**src/rtl/uart_pkg.sv**
```systemverilog
// Shared constants and state types for the memory-mapped 8N1 UART peripheral.
package uart_pkg;

   localparam logic [31:0] UART_TXD = 32'h4000_0018;
   localparam logic [31:0] UART_RXD = 32'h4000_001C;
   localparam logic [31:0] UART_CON = 32'h4000_0020;

   localparam int CON_TX_IE     = 0;
   localparam int CON_RX_IE     = 1;
   localparam int CON_RX_READY  = 2;
   localparam int CON_TX_DONE   = 3;
   localparam int CON_TX_BUSY   = 4;
   localparam int CON_OVERRUN   = 5;
   localparam int CON_FRAME_ERR = 6;

   typedef enum logic [1:0] {TX_IDLE, TX_START, TX_DATA, TX_STOP} tx_state_t;
   typedef enum logic [1:0] {RX_IDLE, RX_START, RX_DATA, RX_STOP} rx_state_t;

endpackage

```
**src/rtl/uart_rx_fsm.sv**
```systemverilog
// Serial receiver: 2-flop synchroniser, mid-bit sampling FSM and LSB-first shift register.
module uart_rx_fsm
   import uart_pkg::*;
#(
   parameter int DIV = 16
)(
   input  logic       clk,
   input  logic       rst,
   input  logic       rx,
   output logic [7:0] rx_byte,
   output logic       rx_done,
   output logic       rx_ferr
);

   localparam int CNT_W = (DIV > 1) ? $clog2(DIV) : 1;
   localparam logic [CNT_W-1:0] LAST = CNT_W'(DIV - 1);
   localparam logic [CNT_W-1:0] HALF = CNT_W'((DIV / 2 > 0) ? DIV / 2 - 1 : 0);

   logic             rx_p0, rx_p1, rx_p2;
   rx_state_t        state;
   logic [CNT_W-1:0] cnt;
   logic [2:0]       bits;
   logic [7:0]       shift;

   assign rx_byte = shift;

   // Stage p0/p1: metastability guard; p2 holds the previous synchronised level for edge detect
   always_ff @(posedge clk or posedge rst) begin
      if (rst) begin
         rx_p0 <= 1'b1;
         rx_p1 <= 1'b1;
         rx_p2 <= 1'b1;
      end else begin
         rx_p0 <= rx;
         rx_p1 <= rx_p0;
         rx_p2 <= rx_p1;
      end
   end

   always_ff @(posedge clk or posedge rst) begin
      if (rst) begin
         state   <= RX_IDLE;
         cnt     <= '0;
         bits    <= '0;
         shift   <= '0;
         rx_done <= 1'b0;
         rx_ferr <= 1'b0;
      end else begin
         rx_done <= 1'b0;
         rx_ferr <= 1'b0;
         case (state)
            RX_IDLE: begin
               if (rx_p2 && !rx_p1) begin
                  state <= RX_START;
                  cnt   <= '0;
                  bits  <= '0;
               end
            end
            RX_START: begin
               if (cnt == HALF) begin
                  // a start bit that is gone by mid-bit was a glitch
                  state <= rx_p1 ? RX_IDLE : RX_DATA;
                  cnt   <= '0;
               end else begin
                  cnt <= cnt + CNT_W'(1);
               end
            end
            RX_DATA: begin
               if (cnt == LAST) begin
                  shift <= {rx_p1, shift[7:1]};
                  cnt   <= '0;
                  if (bits == 3'd7) state <= RX_STOP;
                  else              bits  <= bits + 3'd1;
               end else begin
                  cnt <= cnt + CNT_W'(1);
               end
            end
            RX_STOP: begin
               if (cnt == LAST) begin
                  rx_done <= rx_p1;
                  rx_ferr <= !rx_p1;
                  state   <= RX_IDLE;
                  cnt     <= '0;
               end else begin
                  cnt <= cnt + CNT_W'(1);
               end
            end
            default: state <= RX_IDLE;
         endcase
      end
   end

endmodule

```
**src/rtl/uart_periph.sv**
```systemverilog
// Memory-mapped UART: TXD/RXD/CON register decode, TX serialiser, status flags and irq.
module uart_periph
   import uart_pkg::*;
#(
   parameter int          CLK_FREQ = 50000000,
   parameter int          BAUD     = 9600,
   parameter logic [31:0] BASE     = UART_TXD
)(
   input  logic        clk,
   input  logic        rst,
   input  logic [31:0] addr,
   input  logic [31:0] wdata,
   input  logic        MemWrite,
   input  logic        MemRead,
   output logic [31:0] rdata,
   input  logic        rx,
   output logic        tx,
   output logic        irq
);

   localparam int DIV   = CLK_FREQ / BAUD;
   localparam int CNT_W = (DIV > 1) ? $clog2(DIV) : 1;
   localparam logic [CNT_W-1:0] LAST = CNT_W'(DIV - 1);
   localparam logic [31:0] TXD_ADDR = BASE;
   localparam logic [31:0] RXD_ADDR = BASE + (UART_RXD - UART_TXD);
   localparam logic [31:0] CON_ADDR = BASE + (UART_CON - UART_TXD);

   tx_state_t        tx_state;
   logic [CNT_W-1:0] tx_cnt;
   logic [2:0]       tx_bit;
   logic [7:0]       tx_shift;
   logic             tx_busy, tx_finish;

   logic       tx_ie, rx_ie, tx_done, rx_ready, overrun, frame_err;
   logic [7:0] rx_data, rx_byte;
   logic       rx_done, rx_ferr;
   logic       hit_txd, hit_rxd, hit_con;
   logic       txd_wr, con_wr, con_rd, rxd_rd;
   logic [31:0] con_word;
   logic       wdata_unused;

   assign wdata_unused = ^wdata[31:8];

   assign hit_txd = (addr == TXD_ADDR);
   assign hit_rxd = (addr == RXD_ADDR);
   assign hit_con = (addr == CON_ADDR);

   assign tx_busy   = (tx_state != TX_IDLE);
   assign tx_finish = (tx_state == TX_STOP) && (tx_cnt == LAST);
   assign txd_wr    = MemWrite && hit_txd && !tx_busy;
   assign con_wr    = MemWrite && hit_con;
   assign con_rd    = MemRead && hit_con;
   assign rxd_rd    = MemRead && hit_rxd;

   always_comb begin
      con_word                = '0;
      con_word[CON_TX_IE]     = tx_ie;
      con_word[CON_RX_IE]     = rx_ie;
      con_word[CON_RX_READY]  = rx_ready;
      con_word[CON_TX_DONE]   = tx_done;
      con_word[CON_TX_BUSY]   = tx_busy;
      con_word[CON_OVERRUN]   = overrun;
      con_word[CON_FRAME_ERR] = frame_err;
   end

   always_comb begin
      rdata = '0;
      if (MemRead) begin
         if (hit_rxd)      rdata = {24'b0, rx_data};
         else if (hit_con) rdata = con_word;
      end
   end

   always_ff @(posedge clk or posedge rst) begin
      if (rst) begin
         tx_state <= TX_IDLE;
         tx_cnt   <= '0;
         tx_bit   <= '0;
         tx_shift <= '0;
         tx       <= 1'b1;
      end else begin
         case (tx_state)
            TX_IDLE: begin
               if (txd_wr) begin
                  tx_shift <= wdata[7:0];
                  tx_state <= TX_START;
                  tx_cnt   <= '0;
                  tx       <= 1'b0;
               end
            end
            TX_START: begin
               if (tx_cnt == LAST) begin
                  tx_state <= TX_DATA;
                  tx_cnt   <= '0;
                  tx_bit   <= '0;
                  tx       <= tx_shift[0];
               end else begin
                  tx_cnt <= tx_cnt + CNT_W'(1);
               end
            end
            TX_DATA: begin
               if (tx_cnt == LAST) begin
                  tx_cnt <= '0;
                  if (tx_bit == 3'd7) begin
                     tx_state <= TX_STOP;
                     tx       <= 1'b1;
                  end else begin
                     tx_bit   <= tx_bit + 3'd1;
                     tx_shift <= {1'b0, tx_shift[7:1]};
                     tx       <= tx_shift[1];
                  end
               end else begin
                  tx_cnt <= tx_cnt + CNT_W'(1);
               end
            end
            TX_STOP: begin
               if (tx_cnt == LAST) begin
                  tx_state <= TX_IDLE;
                  tx_cnt   <= '0;
               end else begin
                  tx_cnt <= tx_cnt + CNT_W'(1);
               end
            end
            default: tx_state <= TX_IDLE;
         endcase
      end
   end

   // Later assignments win, so flag sets override read-clears on the same edge
   always_ff @(posedge clk or posedge rst) begin
      if (rst) begin
         tx_ie     <= 1'b0;
         rx_ie     <= 1'b0;
         tx_done   <= 1'b0;
         rx_ready  <= 1'b0;
         overrun   <= 1'b0;
         frame_err <= 1'b0;
         rx_data   <= '0;
         irq       <= 1'b0;
      end else begin
         if (con_wr) begin
            tx_ie <= wdata[CON_TX_IE];
            rx_ie <= wdata[CON_RX_IE];
         end
         if (con_rd) begin
            rx_ready  <= 1'b0;
            tx_done   <= 1'b0;
            overrun   <= 1'b0;
            frame_err <= 1'b0;
         end
         if (rxd_rd)    rx_ready <= 1'b0;
         if (txd_wr)    tx_done  <= 1'b0;
         if (tx_finish) tx_done  <= 1'b1;
         if (rx_done) begin
            rx_data  <= rx_byte;
            rx_ready <= 1'b1;
            if (rx_ready) overrun <= 1'b1;
         end
         if (rx_ferr) frame_err <= 1'b1;
         irq <= (tx_ie & tx_done) | (rx_ie & rx_ready);
      end
   end

   uart_rx_fsm #(.DIV(DIV)) u_rx (
      .clk     (clk),
      .rst     (rst),
      .rx      (rx),
      .rx_byte (rx_byte),
      .rx_done (rx_done),
      .rx_ferr (rx_ferr)
   );

endmodule

```
**config.mk**
```make
export PLATFORM = sky130hd
export DESIGN_NAME = uart_periph
export DESIGN_NICKNAME = d
export VERILOG_FILES = /design/src/rtl/uart_pkg.sv /design/src/rtl/uart_rx_fsm.sv /design/src/rtl/uart_periph.sv
export SDC_FILE = /design/constraint.sdc
export NUM_CORES = 1
export LEC_CHECK = 0
export BUFFER_PORTS_ARGS = -buffer_cell sky130_fd_sc_hd__buf_2
export CORE_ASPECT_RATIO = 1.2
export CORE_MARGIN = 3
export CORE_UTILIZATION = 41
export DETAILED_ROUTE_END_ITERATION = 16
export GPL_ROUTABILITY_DRIVEN = 0
export PLACE_DENSITY = 0.69
export RECOVER_POWER = 25
export SETUP_SLACK_MARGIN = 0.05
export SYNTH_ARGS = -nofsm -noshare
export SYNTH_HDL_FRONTEND = slang
export SYNTH_SLANG_ARGS = --single-unit
```
**constraint.sdc**
```tcl
create_clock -name clk -period 2.65 [get_ports clk]
set_clock_uncertainty 0.05 [all_clocks]
set_input_delay 0.265 -clock clk [delete_from_list [all_inputs] [get_ports clk]]
set_output_delay 0.265 -clock clk [all_outputs]
set_load 0.05 [all_outputs]
```
=== Yosys cells after proc, flatten, opt, wreduce, memory -nomap -nowiden ===
Cells that the tools add are included.

* Add/subtract/negate cells: 4
* Equal/unequal tests: 26
* Muxes and demuxes: 53
* Bitwise gates (word level): 3
* Reduce and logical (&&, ||, !) cells: 28

{| class="wikitable"
|+ Operators with widths
! operator !! number
|-
| $eq A32 B31 Y1 const B || 3
|-
| $mux W13 || 5
|-
| $mux W8 || 5
|-
| $pmux W13 S3 || 1
|-
| $add A13 B1 Y13 const B || 2
|-
| $eq A13 B13 Y1 const B || 2
|-
| $pmux W13 S2 || 1
|-
| $mux W2 || 11
|-
| $mux W3 || 6
|-
| $mux W1 || 17
|-
| $pmux W2 S4 || 2
|-
| $pmux W8 S2 || 1
|-
| $reduce_and A4 Y1 || 4
|-
| $eq A13 B12 Y1 const B || 1
|-
| $ne A2 B1 Y1 const B || 6
|-
| $ne A2 B2 Y1 const B || 6
|-
| $pmux W3 S2 || 2
|-
| $reduce_and A5 Y1 || 2
|-
| $reduce_bool A2 Y1 || 5
|-
| $reduce_bool A3 Y1 || 3
|-
| $eq A2 B2 Y1 const B || 4
|-
| $logic_and A1 B1 Y1 || 7
|-
| $mux W7 || 1
|-
| $add A3 B1 Y3 const B || 2
|-
| other kinds (10) || 15
|}

* Bits in registers: 73
* Output and inout bits: 34

=== Logic depth before layout (Yosys ltp) ===
* Depth in word-level cells: 5
* Gate-level depth with buffers: 8
* Depth with buffers taken out: 7

=== Modules after synthesis ===
Synthesis repeated with hierarchy kept, for this count alone.

* Cells, all modules: 410
* Area total of the unflattened synthesis: 4186.5 µm²

{| class="wikitable"
|+ By module, submodules not included
! module !! instances !! cells each !! area each (µm²) !! seq. area each (µm²)
|-
| uart_periph || 1 || 273 || 2667.6 || 1052.3
|-
| uart_rx_fsm || 1 || 137 || 1519.0 || 779.5
|}

=== Least setup slack after synthesis ===
OpenSTA, ideal clock, no wires.

* Kind: in2out
* From: in addr[17]
* To: out rdata[3]
* Arrival time: 2556 ps
* Data required time: 2335 ps
* Slack: -221 ps
* Stages on the path: 5
* Cells stage by stage: nor4_2 nand4_2 nor4_2 inv_1 o21ai_0

* Cells in the longest elaborated chain, start to end: 4
* Elaborated cells between the ends (all ways): 5

{| class="wikitable"
|+ RTL lines
! element !! RTL line !! text
|-
| start, declared || uart_periph.sv:11 || <nowiki>input logic [31:0] addr,</nowiki>
|-
| $eq A32 B31 Y1 || uart_periph.sv:46 || <nowiki>assign hit_con = (addr == CON_ADDR);</nowiki>
|-
| $mux W7 || uart_periph.sv:70 || <nowiki>else if (hit_con) rdata = con_word;</nowiki>
|-
| $mux W8 * || uart_periph.sv:69 || <nowiki>if (hit_rxd) rdata = {24'b0, rx_data};</nowiki>
|-
| $mux W8 * || uart_periph.sv:68 || <nowiki>if (MemRead) begin</nowiki>
|-
| end, declared || uart_periph.sv:15 || <nowiki>output logic [31:0] rdata,</nowiki>
|}

Every way passes the cells marked *; elsewhere a longest branch is shown, timed or not.

=== Worst setup path after layout ===
* From: reg tx_cnt[7]
* To: reg tx_shift[6]

* Cells in the longest elaborated chain, start to end: 3

{| class="wikitable"
|+ RTL lines
! element !! RTL line !! text
|-
| start, declared || uart_periph.sv:29 || <nowiki>logic [CNT_W-1:0] tx_cnt;</nowiki>
|-
| start signal, assigned || uart_periph.sv:98 || <nowiki>tx_cnt <= tx_cnt + CNT_W'(1);</nowiki>
|-
| start signal, assigned || uart_periph.sv:113 || <nowiki>tx_cnt <= tx_cnt + CNT_W'(1);</nowiki>
|-
| start signal, assigned || uart_periph.sv:121 || <nowiki>tx_cnt <= tx_cnt + CNT_W'(1);</nowiki>
|-
| $eq A13 B13 Y1 || uart_periph.sv:102 || <nowiki>if (tx_cnt == LAST) begin</nowiki>
|-
| $ne A2 B2 Y1 (no source line) || -- ||
|-
| $reduce_and A4 Y1 (no source line) || -- ||
|-
| end signal, assigned || uart_periph.sv:85 || <nowiki>tx_shift <= wdata[7:0];</nowiki>
|-
| end signal, assigned || uart_periph.sv:109 || <nowiki>tx_shift <= {1'b0, tx_shift[7:1]};</nowiki>
|-
| end, declared || uart_periph.sv:31 || <nowiki>logic [7:0] tx_shift;</nowiki>
|}

No other way between the ends.
A chain may end at the register's enable or synchronous reset.

==> results.ini <==
[power]
p_int_mw = 2.21
p_total_mw = 3.10
peakVddDrop_v = 0.000472
seq_power_share_pct = 41.4
power_density_nw_per_um2 = 652
combPwrFrac_pct = 15.9
p_leak_nw = 2.20
sw_frac_of_total_pct = 28.7
p_switching_mw = 0.891
pwr-share-clk_pct = 42.7

[route]
drtPass1Iterations = 4
ant_nets = 0
via_count = 3098
avgRoutedWirePerCell_um = 14.4
drc_errors = 0
wirelength_um = 8310
avgViaCountPerCell = 5.36
drtIter0Drc = 120

[worst_setup_path]
worst-path-max-fanout = 7
end_kind = flip-flop
path_class = flip-flop to flip-flop
max_stage_delay_ns = 0.60
crit_required_ns = 2.81
crit_buf_inv = 0
path_depth = 5
worst_r2r_path_depth = 5
crit_chain = or4_4 -> nor4_2 -> mux2i_1 -> nor2_4 -> mux2_1
start_kind = flip-flop
worstPathArrival_ns = 2.52
crit_slowest_cell = or4_4
path_delay_family = simple AND/OR/NAND/NOR gates

[status]
status = complete, but fails checks
violations = capacitance limit, slew limit

[clocking]
cts_buffers = 9
cts.sinks = 73
h-tree-depth = 3
cts-root-buf = clkbuf_16
clk_path_buf_depth = 2
insertion_delay_ns = 0.33
clk_pin_slew_worst_paths_ns = 0.06
cts_tree = done

[run]
maxCapViolCount = 1

[die]
core_sq_um = 9610
ios = 103
fp.dieH_um = 115
start_util_pct = 42.3
die_width_um = 96.9
rows = 39
die_area_sq_um = 11200

[global_routing]
track_usage_pct = 15.8
grt_first_pass_wirelength_um = 14400
grt_overflow = 0
grt_max_degree = 74
antenna_found_initial = 0
grt_pass1_vias = 3092

[yosys]
yosysWarnings = 0
ys_ff_latch = 73
netlist_area_sq_um = 4070
async_flop_share_pct = 100
synth_edf_count = 0
netlist_instances = 387
synth.distinct_cells = 60
yosysSeqAreaShare_pct = 45.0
ys.flop_type = dfrtp_1
syn_avg_cell_area_sq_um = 10.5

[cells_and_area]
seqCellArea_sq_um = 1830
fill_cells = 899
layout_common_cells = 69 x dfrtp_1, 54 x buf_2, 36 x nand2_1
areaGrowthSynthToFinish_pct = 17.0
instances_no_fill = 578
final_common_cell = dfrtp_1
multi_input_area_sq_um = 2060
diodes = 0
drive_gt1_share_pct = 29.0
nets = 531

[timing]
period_minus_slack_ns = 2.36
slew_headroom_pct = -18.5
setup_tns_ns = 0
clock.fmax_ghz = 0.424
worst_pin_slew_ns = 1.78
grt_setup_unrepaired = false
period_share_pct = 89.0
maxSlewViolCount = 74
hold_viol = 0
setup_viol = 0

[hold_path]
holdPathStages = 3
min_path_type = primary input to flip-flop

[placed_design]
hpwl_um = 5990
io_buffers = 54
dp.cells = 560

[cells by family (layout without fill, tap and decap cells)]
kind of cell	after synthesis	in the layout	share of synthesized area (%)
buffers and inverters	45	90	6.58
other	1	24	0.0922
multiplexers	37	37	10.2
flip-flops	73	73	45.0
AND/OR/NAND/NOR	135	135	19.0
adder cells (fa/ha/maj)	12	12	3.69
AO/OA/AOI/OAI	84	84	15.3
[final cells by class]
class                   instances  area share [%]
flip-flops and latches         73            38.5
clock inverters                 7            2.16
clock buffers                   9            4.73
multi-input cells             292            43.3
inverters                      10           0.789
well taps                     123            3.23
repair buffers                 64            7.31
[worst paths after layout]
path / to / slack [ns] / from
worst max-delay path: tx_shift[6] / 0.29 / tx_cnt[7]
worst min-delay path: tx_shift[7] / 0.14 / wdata[7]
worst max register to register: tx_shift[6] / 0.29 / tx_cnt[7]
worst min register to register: u_rx.rx_p1 / 0.31 / u_rx.rx_p0
max in group asynchronous: overrun / 0.43 / rst
min in group asynchronous: tx_shift[3] / 1.05 / rst
[power by group through the flow]
| stage | registers (mW) | logic (mW) | clock network (mW) |
|---|---|---|---|
| 5_1_grt | 1.30 | 0.562 | 1.40 |
| 3_3_place_gp | 1.29 | 0.479 | 0 |
| 2_1_floorplan | 1.27 | 0.414 | 0 |
| 4_1_cts | 1.28 | 0.500 | 1.35 |
| 3_5_place_dp | 1.30 | 0.496 | 0 |
| 6_report | 1.28 | 0.494 | 1.33 |
[timing repair]
action,CTS,global route
setup buffers,0,0
resized for setup,0,1
endpoints found under the hold margin,70,0
setup endpoints to repair,0,5
hold buffers,2,0
[Yosys cell counts, types with 10 or more instances]
master | count | area (sq um)
nor2_1 | 19 | 71.3
a22o_1 | 14 | 123
ha_1 | 12 | 150
dfrtp_1 | 69 | 1730
o21ai_0 | 22 | 110
nor3_1 | 13 | 65.1
a31oi_1 | 10 | 62.6
buf_4 | 24 | 180
nand3_1 | 14 | 70.1
inv_1 | 10 | 37.5
nand2_1 | 36 | 135
mux2_2 | 29 | 327
[through the flow]
| stage | hold WS (ns) | worst slack, ns | util (%) | instance area, sq um |
|---|---|---|---|---|
| finish | 0.139 | 0.292 | 49.5 | 4760 |
| floorplan | 0.219 | -0.221 | - | 4150 |
| detailed placement | 0.297 | 0.217 | 46.0 | 4420 |
| global placement | 0.295 | 0.267 | 46.0 | 4420 |
| global route | 0.145 | 0.0966 | 49.5 | 4760 |
| CTS | 0.133 | 0.213 | 49.6 | 4770 |
[metal layers]
layer  GRT usage [%]  routed length, um  up-vias
met5               0                  0        -
met1            18.9               3620     1528
met4            5.81                100        0
met2            27.8               4340       47
met3            3.70                250        9
li1                -                  -     1514
[tightest hold or removal path, stage by stage]
cell	delay (ns)
buf_2	0.08
nand4b_1	0.07
nand2_1	0.07
[registers in the layout, indices dropped and copies added, names as in the netlist, 2 cells and up, named ones only]
register      count
u_rx.rx_byte      8
tx_state          2
u_rx.bits         3
tx_shift          8
u_rx.cnt         13
rx_data           8
tx_bit            3
tx_cnt           13
Power figures use the tool's default switching activity.
